### src/rtl/frame_flusher.sv
// frame_flusher: raster scan sequencer feeding the glyph decoders and the
// VGA adapter write port.
//
// Walks every pixel of a WIDTH x HEIGHT screen in row-major order. For each
// pixel it presents the coordinate on flush_x_o/flush_y_o. It then registers
// the decoders' combinational colour/enable answer into one pixel write on
// vga_*_o, one cycle later.
//
// Ports:
//   clk_i           single clock, rising edge
//   resetn_i        synchronous active-low reset
//   start_i         frame request, honoured only while idle
//   busy_o          high while scanning and during the drain cycle
//   done_o          one-cycle pulse after the last pixel write
//   flush_x_o/y_o   coordinate presented to the glyph decoders
//   glyph_colour_i  merged decoder colour for flush_x_o/flush_y_o
//   glyph_enable_i  merged decoder enable for flush_x_o/flush_y_o
//   vga_x_o/y_o     registered write coordinate
//   vga_colour_o    registered write colour
//   vga_plot_o      write strobe
//
// Build option FRAME_FLUSHER_TRANSPARENT_EN: only glyph pixels are plotted,
// so background pixels leave the frame buffer untouched. When the macro is
// undefined, every pixel is written and the background gets BG_COLOUR.
//
// state | meaning
// ------+------------------------------------------------------------
// IDLE  | waiting for start; counters parked at (0,0)
// SCAN  | one pixel presented per cycle, previous pixel written
// DRAIN | last pixel on the write port; counters back at (0,0)
// DONE  | done pulse, no write; start ignored

module frame_flusher #(
  parameter int         WIDTH     = 160,
  parameter int         HEIGHT    = 120,
  parameter logic [5:0] BG_COLOUR = 6'b000000
) (
  input  logic       clk_i,
  input  logic       resetn_i,
  input  logic       start_i,
  output logic       busy_o,
  output logic       done_o,
  output logic [7:0] flush_x_o,
  output logic [7:0] flush_y_o,
  input  logic [5:0] glyph_colour_i,
  input  logic       glyph_enable_i,
  output logic [7:0] vga_x_o,
  output logic [7:0] vga_y_o,
  output logic [5:0] vga_colour_o,
  output logic       vga_plot_o
);

  localparam logic [7:0] X_LAST = 8'(WIDTH - 1);
  localparam logic [7:0] Y_LAST = 8'(HEIGHT - 1);

  typedef enum logic [1:0] {
    S_IDLE  = 2'd0,
    S_SCAN  = 2'd1,
    S_DRAIN = 2'd2,
    S_DONE  = 2'd3
  } state_e;

  state_e     state_q, state_d;
  logic [7:0] x_q, x_d;
  logic [7:0] y_q, y_d;
  logic [7:0] vga_x_q, vga_x_d;
  logic [7:0] vga_y_q, vga_y_d;
  logic [5:0] vga_colour_q, vga_colour_d;
  logic       vga_plot_q, vga_plot_d;

  always_ff @(posedge clk_i) begin
    if (!resetn_i) begin
      state_q      <= S_IDLE;
      x_q          <= '0;
      y_q          <= '0;
      vga_x_q      <= '0;
      vga_y_q      <= '0;
      vga_colour_q <= '0;
      vga_plot_q   <= 1'b0;
    end else begin
      state_q      <= state_d;
      x_q          <= x_d;
      y_q          <= y_d;
      vga_x_q      <= vga_x_d;
      vga_y_q      <= vga_y_d;
      vga_colour_q <= vga_colour_d;
      vga_plot_q   <= vga_plot_d;
    end
  end

  always_comb begin
    state_d      = state_q;
    x_d          = x_q;
    y_d          = y_q;
    vga_x_d      = vga_x_q;
    vga_y_d      = vga_y_q;
    vga_colour_d = vga_colour_q;
    // The strobe defaults low so it drops on the DRAIN->DONE edge.
    vga_plot_d   = 1'b0;
    unique case (state_q)
      S_IDLE: begin
        if (start_i) state_d = S_SCAN;
      end
      S_SCAN: begin
        vga_x_d      = x_q;
        vga_y_d      = y_q;
        vga_colour_d = glyph_enable_i ? glyph_colour_i : BG_COLOUR;
`ifdef FRAME_FLUSHER_TRANSPARENT_EN
        vga_plot_d   = glyph_enable_i;
`else
        vga_plot_d   = 1'b1;
`endif
        if (x_q == X_LAST) begin
          x_d = '0;
          if (y_q == Y_LAST) begin
            y_d     = '0;
            state_d = S_DRAIN;
          end else begin
            y_d = y_q + 8'd1;
          end
        end else begin
          x_d = x_q + 8'd1;
        end
      end
      S_DRAIN: state_d = S_DONE;
      S_DONE:  state_d = S_IDLE;
      default: state_d = S_IDLE;
    endcase
  end

  always_comb begin
    busy_o = (state_q == S_SCAN) || (state_q == S_DRAIN);
    done_o = (state_q == S_DONE);
  end

  assign flush_x_o    = x_q;
  assign flush_y_o    = y_q;
  assign vga_x_o      = vga_x_q;
  assign vga_y_o      = vga_y_q;
  assign vga_colour_o = vga_colour_q;
  assign vga_plot_o   = vga_plot_q;

endmodule

### config.mk
export PLATFORM = sky130hd
export DESIGN_NAME = frame_flusher
export DESIGN_NICKNAME = d
export VERILOG_FILES = /design/src/rtl/frame_flusher.sv
export SDC_FILE = /design/constraint.sdc
export NUM_CORES = 1
export LEC_CHECK = 0
export BUFFER_PORTS_ARGS = -buffer_cell sky130_fd_sc_hd__buf_4
export CAP_MARGIN = 20
export CORE_ASPECT_RATIO = 0.6
export CORE_MARGIN = 2
export CORE_UTILIZATION = 25
export CTS_CLUSTER_SIZE = 14
export DETAILED_ROUTE_END_ITERATION = 10
export PLACE_DENSITY_LB_ADDON = 0.05
export SLEW_MARGIN = 20
export SYNTH_ARGS = -nofsm -noshare
export SYNTH_HDL_FRONTEND = slang
export SYNTH_SLANG_ARGS = --single-unit
export TNS_END_PERCENT = 1
### constraint.sdc
create_clock -name clk_i -period 3.8 [get_ports clk_i]
set_input_delay 0.57 -clock clk_i [delete_from_list [all_inputs] [get_ports clk_i]]
set_output_delay 0.57 -clock clk_i [all_outputs]
set_load 0.02 [all_outputs]
==> flow_summary_export.csv <==
group,metric,value,unit
die,core-area,6590,um^2
cells_and_area,drive_above_1_share,27.1,%
sta,fin_crit,1.96,ns
synth,ys_types,32,
power,comb_pwr_share,26.6,%
critical_path,worst-setup-path-type,"flop to flop",
clock_tree,cts_made_buffers,5,
sta,final-hold-violation-count,0,
power,peakVddDrop,0.194,mV
sta,achievable-frequency,511,MHz
power,power_report.internal_total,0.000805,W
clock_tree,cts.repair_timing.setup_buffer_count,0,
global_route,grt.overflow.total,0,
die,dieArea,7430,um^2
synth,sequential_area_share_after_synthesis,48.7,%
global_route,grt_pass1_wl,6.80,mm
sta,final.setup_skew,0.00508,ns
power,power.clock.fraction,31.5,%
critical_path,endpoint_kind,"flop",
job,drv.max_cap_violation_count,0,
clock_tree,clock_tree_from_tritoncts,"done",
clock_tree,cts.hold.buffers_added,0,
cells_and_area,nets,240,
die,die_width,110,um
clock_tree,clock_path_buffers,2,
power,power_density,515,nW/um^2
clock_tree,cts.repair.resized,0,
synth,synth_area,1680,um^2
synth,mapped_nets,189,
route,drc_errors,0,
die,io_pins,51,
route,num_vias,1368,
sta,finalCritPeriodShare,51.5,%
power,switching_share,30.6,%
hold_path,hold_path.class,"flop to flop",
route,first_iter_violations,54,
placed_design,place.gp.congestion,0.751,
route,wirelength,4.40,mm
synth,synth_area_per_cell,9.73,um^2
route,routedWlPerCell,14.1,um
clock_tree,ctsHtreeMaxLevel,2,
synth,ys_top_cells_by_count,"41 x dfxtp_1, 38 x nor2_1, 17 x mux2i_1",
global_route,initial_antenna_violation_count,0,
critical_path,worst-endpoint-required,4.02,ns
clock_tree,insertion_delay,0.29,ns
synth,yosysTopAreaCellShare,48.7,%
placed_design,dp.final_hpwl,3.13,mm
outcome,run_status,"finished, final reports clean",
route,avgViaCountPerCell,4.38,
global_route,groute.usage.overall,12.3,%
sta,timing.max_slew.rel_slack,60.9,%
synth,synth_largest_area_cell,"dfxtp_1",
clock_tree,clock_sinks,41,
critical_path,worst-path-max-fanout,7,
power,p_seq_share,41.9,%
route,drt_first_pass_iters,4,
cells_and_area,antennaDiodeCount,0,
power,total_leakage_power,0.955,nW
critical_path,critical_path_arrival,2.18,ns
sta,tightestPinTransition,0.586,ns
synth,postSynth.asyncResetShare,0,%
global_route,grt_pass1_vias,1314,
sta,timing.hold.ws,0.497,ns
synth,predominant_post_synthesis_flop_cell,"dfxtp_1",
clock_tree,clk_pin_slew_worst_paths,0.08,ns
synth,synth-edff-count,0,
placed_design,io_buffer_count,50,
synth,postSynthCellCount,173,
cells_and_area,flow.area_growth_from_synthesis,34.0,%
die,floorplan.rows,23,
sta,fin_setup_tns,0,ns
global_route,grt_start_max_net_pins,33,
clock_tree,clk_root_buffer_cell,"clkbuf_8",
synth,most_numerous_cell_in_the_yosys_netlist,"dfxtp_1",
sta,final_max_slew_viol_count,0,
power,power.net_switching,0.000355,W
critical_path,worst_setup_path_start_kind,"flop",
cells_and_area,fillers,694,
synth,number_of_warning_messages_in_the_yosys_log,0,
synth,synth_top_area_cells,"dfxtp_1 49%, mux2i_1 10%, nor2_1 8.5%",
sta,rsz0062_at_grt,"false",
die,die_h,67.6,um
synth,ys_ff_latch,41,
sta,setup-violations-final,0,
route,drtAntennaViolNets,0,
die,floorplan.initialDensity,25.6,%
[flip-flops by register name, summed over array words and instances (netlist names)]
register	count
flush_x_o	8
vga_colour_o	6
vga_y_o	8
flush_y_o	8
state_q	2
vga_plot_o	1
vga_x_o	8
[final cells by class]
cell class,count,area [um^2],area share (%)
timing repair buffer,51,383,17.0
tap,87,109,4.83
clock inverter,1,30.0,1.33
clock buffer,7,86.3,3.83
multi-input combinational,121,812,36.0
inverter,4,15.0,0.666
sequential,41,821,36.4
[metal layers]
metal | GRT usage (%) | part of all wire (%) | vias up
met5 | 0 | 0 | -
li1 | - | - | 696
met4 | 3.32 | 0.57 | 0
met3 | 3.67 | 6.6 | 2
met2 | 16.5 | 40 | 43
met1 | 18.6 | 53 | 627
[logic make-up after synthesis]
| group | count (synthesis) | synth area share [%] |
|---|---|---|
| AOI/OAI and AO/OA | 17 | 6.69 |
| adders and majority gates | 6 | 4.46 |
| buffers and inverters | 11 | 3.05 |
| muxes | 17 | 10.1 |
| xor gates and xnor gates | 12 | 6.24 |
| DFF | 41 | 48.7 |
| and+or+nand+nor | 69 | 20.7 |
[cells in the final DEF (no fill, tap or decap), drive strengths merged, types with 2 or more instances in the layout]
cell and n:
buf 51, dfxtp 41, nor2 38, mux2i 17, nand2 8, clkbuf 7, a22oi 6, xor2 6
xnor2 6, ha 6, nand4 5, o21ai 4, nand3 4, a21oi 4, inv 4, and3 2
and4 2, nor3 2, and4bb 2
[power by group through the flow]
stage | sequential, W | combinational [W] | clock [W]
2_1_floorplan | 0.000518 | 0.000190 | 0
3_3_place_gp | 0.000495 | 0.000307 | 0
3_5_place_dp | 0.000497 | 0.000315 | 0
4_1_cts | 0.000487 | 0.000315 | 0.000375
5_1_grt | 0.000492 | 0.000340 | 0.000396
6_report | 0.000486 | 0.000309 | 0.000366
[path summary, 6_finish.rpt]
kind                                to                 startpoint  slack (ns)  cells past startpoint
max reg2reg  flush_y_o[3]$_SDFFE_PN0P_  flush_x_o[0]$_SDFFE_PN0P_        1.84                      5
min            vga_x_o[5]$_SDFFE_PN0P_    vga_x_o[5]$_SDFFE_PN0P_        0.50                      2
max          flush_y_o[3]$_SDFFE_PN0P_  flush_x_o[0]$_SDFFE_PN0P_        1.84                      5
min reg2reg    vga_x_o[5]$_SDFFE_PN0P_    vga_x_o[5]$_SDFFE_PN0P_        0.50                      2
[metrics by stage]
stage                     cell area [um^2]  worst slack, ns  std cells  util, %  total power [W]
after global placement                2140             1.86        304     32.5         0.000802
after detailed placement              2140             1.85        304     32.5         0.000812
final                                 2260             1.84        312     34.2          0.00116
after floorplan                       1680             2.02        173        -         0.000707
after CTS                             2260             1.84        312     34.2          0.00118
after global routing                  2260             1.67        312     34.2          0.00123
[critical path, cell delays in order, from the launching register on]
cell and delay [ns]:
dfxtp_1 0.42, ha_1 0.25, and4_1 0.46, nand2_4 0.12, or4b_1 0.51, a21oi_1 0.13
Power figures use the tool's default switching activity.
